**src/rtl/pipelined_adder.sv**
```systemverilog
// rtl/pipelined_adder.sv - pipelined add/subtract with optional signed saturation
// One CW-bit chunk is summed per stage; a single global advance stalls every stage together.
module pipelined_adder #(
  parameter int WIDTH  = 64,
  parameter int STAGES = 4
) (
  input  logic             clk,
  input  logic             reset_n,
  input  logic [WIDTH-1:0] A,
  input  logic [WIDTH-1:0] B,
  input  logic [1:0]       Op,
  input  logic             InValid,
  output logic             InReady,
  output logic [WIDTH-1:0] Y,
  output logic             Cout,
  output logic             Overflow,
  output logic             OutValid,
  input  logic             OutReady
);

  localparam int CW = WIDTH / STAGES;

  logic             adv;
  logic [WIDTH-1:0] a_i  [STAGES];
  logic [WIDTH-1:0] b_i  [STAGES];
  logic [WIDTH-1:0] r_i  [STAGES];
  logic             c_i  [STAGES];
  logic [1:0]       op_i [STAGES];
  logic             v_i  [STAGES];

  assign adv     = ~OutValid | OutReady;
  assign InReady = adv;

  // B is conditioned once at acceptance; the +1 of subtraction enters as chunk 0 carry-in.
  assign a_i[0]  = A;
  assign b_i[0]  = B ^ {WIDTH{Op[0]}};
  assign r_i[0]  = '0;
  assign c_i[0]  = Op[0];
  assign op_i[0] = Op;
  assign v_i[0]  = InValid;

  genvar k;
  generate
    for (k = 0; k < STAGES; k++) begin : g_stage
      logic [CW:0]      sum;
      logic [WIDTH-1:0] r_nx;

      assign sum = {1'b0, a_i[k][k*CW +: CW]} + {1'b0, b_i[k][k*CW +: CW]} + {{CW{1'b0}}, c_i[k]};

      always_comb begin
        r_nx = r_i[k];
        r_nx[k*CW +: CW] = sum[CW-1:0];
      end

      if (k < STAGES - 1) begin : g_mid
        logic [WIDTH-1:0] a_q;
        logic [WIDTH-1:0] b_q;
        logic [WIDTH-1:0] r_q;
        logic             c_q;
        logic [1:0]       op_q;
        logic             v_q;

        always_ff @(posedge clk or negedge reset_n) begin
          if (!reset_n) begin
            a_q  <= '0;
            b_q  <= '0;
            r_q  <= '0;
            c_q  <= 1'b0;
            op_q <= 2'b00;
            v_q  <= 1'b0;
          end else if (adv) begin
            a_q  <= a_i[k];
            b_q  <= b_i[k];
            r_q  <= r_nx;
            c_q  <= sum[CW];
            op_q <= op_i[k];
            v_q  <= v_i[k];
          end
        end

        assign a_i[k+1]  = a_q;
        assign b_i[k+1]  = b_q;
        assign r_i[k+1]  = r_q;
        assign c_i[k+1]  = c_q;
        assign op_i[k+1] = op_q;
        assign v_i[k+1]  = v_q;
      end else begin : g_last
        logic             c_msb;
        logic             ovf;
        logic [WIDTH-1:0] y_nx;

        // Carry into the MSB recovered from the MSB sum bit and its two operand bits.
        assign c_msb = a_i[k][WIDTH-1] ^ b_i[k][WIDTH-1] ^ sum[CW-1];
        assign ovf   = c_msb ^ sum[CW];

        always_comb begin
          y_nx = r_nx;
          if (op_i[k][1] && ovf) begin
            y_nx = a_i[k][WIDTH-1] ? {1'b1, {(WIDTH-1){1'b0}}} : {1'b0, {(WIDTH-1){1'b1}}};
          end
        end

        always_ff @(posedge clk or negedge reset_n) begin
          if (!reset_n) begin
            OutValid <= 1'b0;
            Y        <= '0;
            Cout     <= 1'b0;
            Overflow <= 1'b0;
          end else if (adv) begin
            OutValid <= v_i[k];
            if (v_i[k]) begin
              Y        <= y_nx;
              Cout     <= sum[CW];
              Overflow <= ovf;
            end
          end
        end
      end
    end
  endgenerate

endmodule

```
**config.mk**
```make
export PLATFORM = sky130hd
export DESIGN_NAME = pipelined_adder
export DESIGN_NICKNAME = d
export VERILOG_FILES = /design/src/rtl/pipelined_adder.sv
export SDC_FILE = /design/constraint.sdc
export NUM_CORES = 1
export LEC_CHECK = 0
export CORE_ASPECT_RATIO = 0.8
export CORE_MARGIN = 2
export CORE_UTILIZATION = 50
export DETAILED_ROUTE_END_ITERATION = 7
export PLACE_DENSITY = 0.74
export SETUP_SLACK_MARGIN = 0.15
export SKIP_LAST_GASP = 1
export SLEW_MARGIN = 25
export SYNTH_ARGS = -nofsm -noshare
export SYNTH_HDL_FRONTEND = slang
export SYNTH_SLANG_ARGS = --single-unit
```
**constraint.sdc**
```tcl
create_clock -name clk -period 3.7 [get_ports clk]
set_input_delay 0.37 -clock clk [delete_from_list [all_inputs] [get_ports clk]]
set_output_delay 0.37 -clock clk [all_outputs]
set_load 0.02 [all_outputs]
```
== Word-level counts from Yosys, hierarchy flattened ==
Cells that the tools add are included.
Operators by class
  magnitude comparators: 0
  $mul: 0
  add/subtract/negate cells: 8
  bitwise gates (word level): 6
  div/mod/pow operators: 0
  muxes and demuxes: 2
  equal/unequal tests: 0
  shifts and indexed selects: 0
  reduce and logical (&&, ||, !) cells: 2
Operators by type and width (number)
  $mux 64: 2
  $add 16x16->17: 4
  $add 17x1->17: 4
  $xor 64x64->64: 1
  $xor 1x1->1: 3
  $reduce_and 2->1: 1
  $logic_and 1x1->1: 1
  $not 1->1: 1
  $or 1x1->1: 1
Word-level totals
  memories kept: 0
  output and inout port bits: 68
  word-level logic and storage cells: 40
  bits in latches: 0
  input port bits: 134
  memory bits (read-only): 0
  register bits after elaboration: 559
  RAM bits: 0

== Longest topological paths before layout ==
  depth after elaboration: 6
  mapped depth: 12
  mapped depth without buffers: 10

== Worst setup path after synthesis ==
Ideal clock, no wire load.
  kind: input to register
  start: in Op[0]
  end: reg g_stage[0].g_mid.r_q[14]
  stages on the path: 11
  data arrival time: 3.057 ns
  buffers on the path: 2
  required time: 3.614 ns
  slack: 0.557 ns
  library setup time: 0.086 ns
  path through: clkbuf_1 > clkbuf_1 > xor2_1 > fa_1 > a21o_1 > a21oi_1 > o21ai_0 > a31oi_1 > o211ai_1 > and4_1 > nor3_1
On the way
  cells in the longest elaborated chain, start to end: 3
RTL lines
  start: declaration: RTL line 11  | input logic [1:0] Op,
  $xor 64x64->64: RTL line 36  | assign b_i[0] = B ^ {WIDTH{Op[0]}};
  $add 16x16->17: RTL line 48  | assign sum = {1'b0, a_i[k][k*CW +: CW]} + {1'b0, b_i[k][k*CW +: CW]} + {{CW{1'b0}}, c_i[k]};
  $add 17x1->17 *: RTL line 48
  end signal: assignment: RTL line 74  | r_q <= r_nx;
  end: declaration: RTL line 58  | logic [WIDTH-1:0] r_q;
Every way passes the cells marked *; elsewhere a longest branch is shown, timed or not.
A chain may end at the register's enable or synchronous reset.

== Worst setup path after layout ==
  start: reg g_stage[2].g_mid.b_q[48]
  end: reg Y[11]
On the way
  cells in the longest elaborated chain, start to end: 6
RTL lines
  start: declaration: RTL line 57  | logic [WIDTH-1:0] b_q;
  start signal: assignment: RTL line 73  | b_q <= b_i[k];
  $add 16x16->17 *: RTL line 48
  $add 17x1->17 *: RTL line 48
  $xor 1x1->1: RTL line 93  | assign c_msb = a_i[k][WIDTH-1] ^ b_i[k][WIDTH-1] ^ sum[CW-1];
  $xor 1x1->1 *: RTL line 94  | assign ovf = c_msb ^ sum[CW];
  $logic_and 1x1->1 *: RTL line 98  | if (op_i[k][1] && ovf) begin
  $mux 64 *: RTL line 98
  end signal: assignment: RTL line 112  | Y <= y_nx;
  end: declaration: RTL line 14  | output logic [WIDTH-1:0] Y,
Marks and branches as above.

==> metrics.txt <==
outcome finished, final reports clean; setup TNS 0 ns; Post-Synthesis Cells 1865; share of layout cells above drive strength 1 4.41%; starting DRC count in detailed routing 1190; root buf cell clkbuf_16; Detailed Place HPWL around 29000 um; ys flop type dfrtp_1; vias in the first global route roughly 13000; CTS tree done; placed cell area ~20000 um2; FMAX around 0.30 GHz; Hold-fix buffers, CTS 1; Die Y-Extent approximately 170 um; Hold Path Class in2reg; Startpoint Class register; Final Hold Vio Count 0; hold slack around 0.36 ns; largest net degree at the start of global routing approximately 170; core box area between 30000 and 40000 um2; fin crit period between 3 and 4 ns; sequential fraction of the synthesis area a little over half; leading area contributor after synthesis dfrtp_1; CTS resizes 0; starting density of the core between 50% and 60%; CTS Buffer Depth 3; synth warn 0; die area around 36000 um2; Async SR Flop Fraction 100%; antenna violations before repair 1; post-route ant nets 0; Die W 212 um; syn nets roughly 2100; RSZ-0062 raised after global routing false; io pins between 200 and 250; commonest non-fill, non-tap cell in the layout nand2_1; clk_skew roughly 0.02 ns; Final period util 89.1%; Final Cell Area about 21000 um2; most frequent cells in the layout nand2_1, dfrtp_1, clkdlybuf4s50_1; row cnt 60; fin nets 2219; Routed wire per std cell between 15 and 20 um; clk_lat worst skew 0.54 ns; synthesis-to-finish area growth 20.5%; Worst Path Required approximately 4.2 ns; grt total ovfl 0; GRT Util Overall 22.8%; drt pass-1 iters 5; Netlist Area Pre-Place between 15000 and 20000 um2; # H-tree levels 2; Yosys reg bits 364; Final setup violation count 0; vias per cell approximately 5.3; Worst-path clk slew 0.06 ns; global-route wire length before repair between 60000 and 70000 um; endpoint class of the critical path register; normalized max-slew margin between 40 and 50%; Leak Pwr slightly below 10 nW; CTS buffer count 38; critical path type reg2reg; DR vias approximately 13000; final wirelength between 40000 and 50000 um; number of flops mapped to enable cells by yosys 0; Port Buffers 201; crit path DAT approximately 3.8 ns; peak supply drop a little over 0.4 mV; max_cap viols 0; DRC viols 0; CTS sink cnt 364; routability cong. 0.891; share of the synthesized area in the top cell type between 50% and 60%; postcts setup bufs 0; Syn Area/Cell ~9.3 um2; ranking of synthesized cells by area dfrtp_1, nand2_1, ha_1; crit path max fanout 35; Cell variety after synth approximately 60; Pwr per Cell Area between 900 and 1000 nW/um2; worst slew pin tran between 0.8 and 0.9 ns; Slew Viols, Final 0
synthesized netlist by cell type, types with 7 or more instances:
cell type and instances:
nand2_1 608, dfrtp_1 364, o21ai_0 119, clkbuf_1 88, xnor2_1 71, inv_1 62
ha_1 60, o22a_1 60, a21oi_1 59, nor2_1 57, a31oi_1 51, xor2_1 32
nor3_1 19, o31a_1 19, or3_1 14, nand3_1 13, a211oi_1 12, buf_1 12
a21o_1 11, o21a_1 10, and3_1 9, o31ai_1 9, buf_6 7, fa_1 7
nand2b_1 7, nor2b_1 7, nor3b_1 7
worst max-delay path, stage by stage (launching register included):
cell	delay, ns
dfrtp_1	0.40
fa_1	0.46
inv_1	0.08
fa_1	0.22
nor2b_1	0.07
o31a_1	0.30
o211ai_2	0.24
a21oi_2	0.15
or3_1	0.57
buf_4	0.32
a31oi_1	0.24
o22a_1	0.16
registers in the layout, indices dropped and copies added, names as in the netlist, 3 cells and up:
register            flops
Y                      64
g_stage.g_mid.a_q      96
g_stage.g_mid.r_q      96
g_stage.g_mid.v_q       3
g_stage.g_mid.b_q      96
g_stage.g_mid.c_q       3
g_stage.g_mid.op_q      3
layer usage:
| layer | vias to the layer above | track usage, % | routed length, um |
|---|---|---|---|
| li1 | 6591 | - | - |
| met1 | 6407 | 35.6 | 20600 |
| met2 | 322 | 32.9 | 17400 |
| met3 | 55 | 3.96 | 2120 |
| met4 | 0 | 5.78 | 814 |
| met5 | - | 0 | 0 |
cell type report:
cell class | instances | area [um2]
clock inverter | 8 | 86.3
multi-input combinational | 1330 | 7570
clock buffer | 53 | 1080
inverter | 63 | 244
tap | 465 | 582
sequential | 364 | 9110
antenna | 1 | 2.50
fill | 2902 | 13000
timing repair buffer | 221 | 2240
path summary, 6_finish.rpt:
path                                                      start                                    to  slack, ns  depth (start not counted)
max                        g_stage[2].g_mid.b_q[48]$_DFFE_PN0N_                     Y[11]$_DFFE_PN0P_       0.40                         11
min                                                       A[52]  g_stage[0].g_mid.a_q[52]$_DFFE_PN0N_       0.36                          3
max reg2reg                g_stage[2].g_mid.b_q[48]$_DFFE_PN0N_                     Y[11]$_DFFE_PN0P_       0.40                         11
min reg2reg                    g_stage[0].g_mid.v_q$_DFFE_PN0N_      g_stage[0].g_mid.v_q$_DFFE_PN0N_       0.46                          2
max in group asynchronous                               reset_n                     Y[40]$_DFFE_PN0P_       2.22                          3
min in group asynchronous                               reset_n  g_stage[0].g_mid.a_q[17]$_DFFE_PN0N_       0.46                          2
logic make-up (layout without fill, tap and decap cells):
| logic type | count (synthesis) | count (layout) | share of synthesized area [%] |
|---|---|---|---|
| AND/OR/NAND/NOR | 760 | 760 | 17.7 |
| AO/OA/AOI/OAI | 395 | 395 | 15.1 |
| flip-flops | 364 | 364 | 52.5 |
| buffers and inverters | 171 | 345 | 4.01 |
| XOR/XNOR | 103 | 103 | 5.20 |
| adder cells (fa/ha/maj) | 67 | 67 | 5.13 |
| multiplexers | 5 | 5 | 0.310 |
| other | 0 | 1 | 0 |
power breakdown:
group | internal (W) | switching [W]
Sequential | 0.00577 | 0.00107
Combinational | 0.00372 | 0.00516
Clock | 0.00210 | 0.00152
Total | 0.0116 | 0.00775
per-stage QoR:
stage	util, %	setup slack, ns	instances	power (W)
finish	61.6	0.402	2505	0.0193
CTS	61.6	0.394	2504	0.0194
detailed placement	58.2	0.457	2442	0.0157
floorplan	-	0.557	1865	0.0129
global placement	58.2	0.512	2442	0.0154
global route	61.6	0.209	2505	0.0208
(Power assumes the default switching activity.)
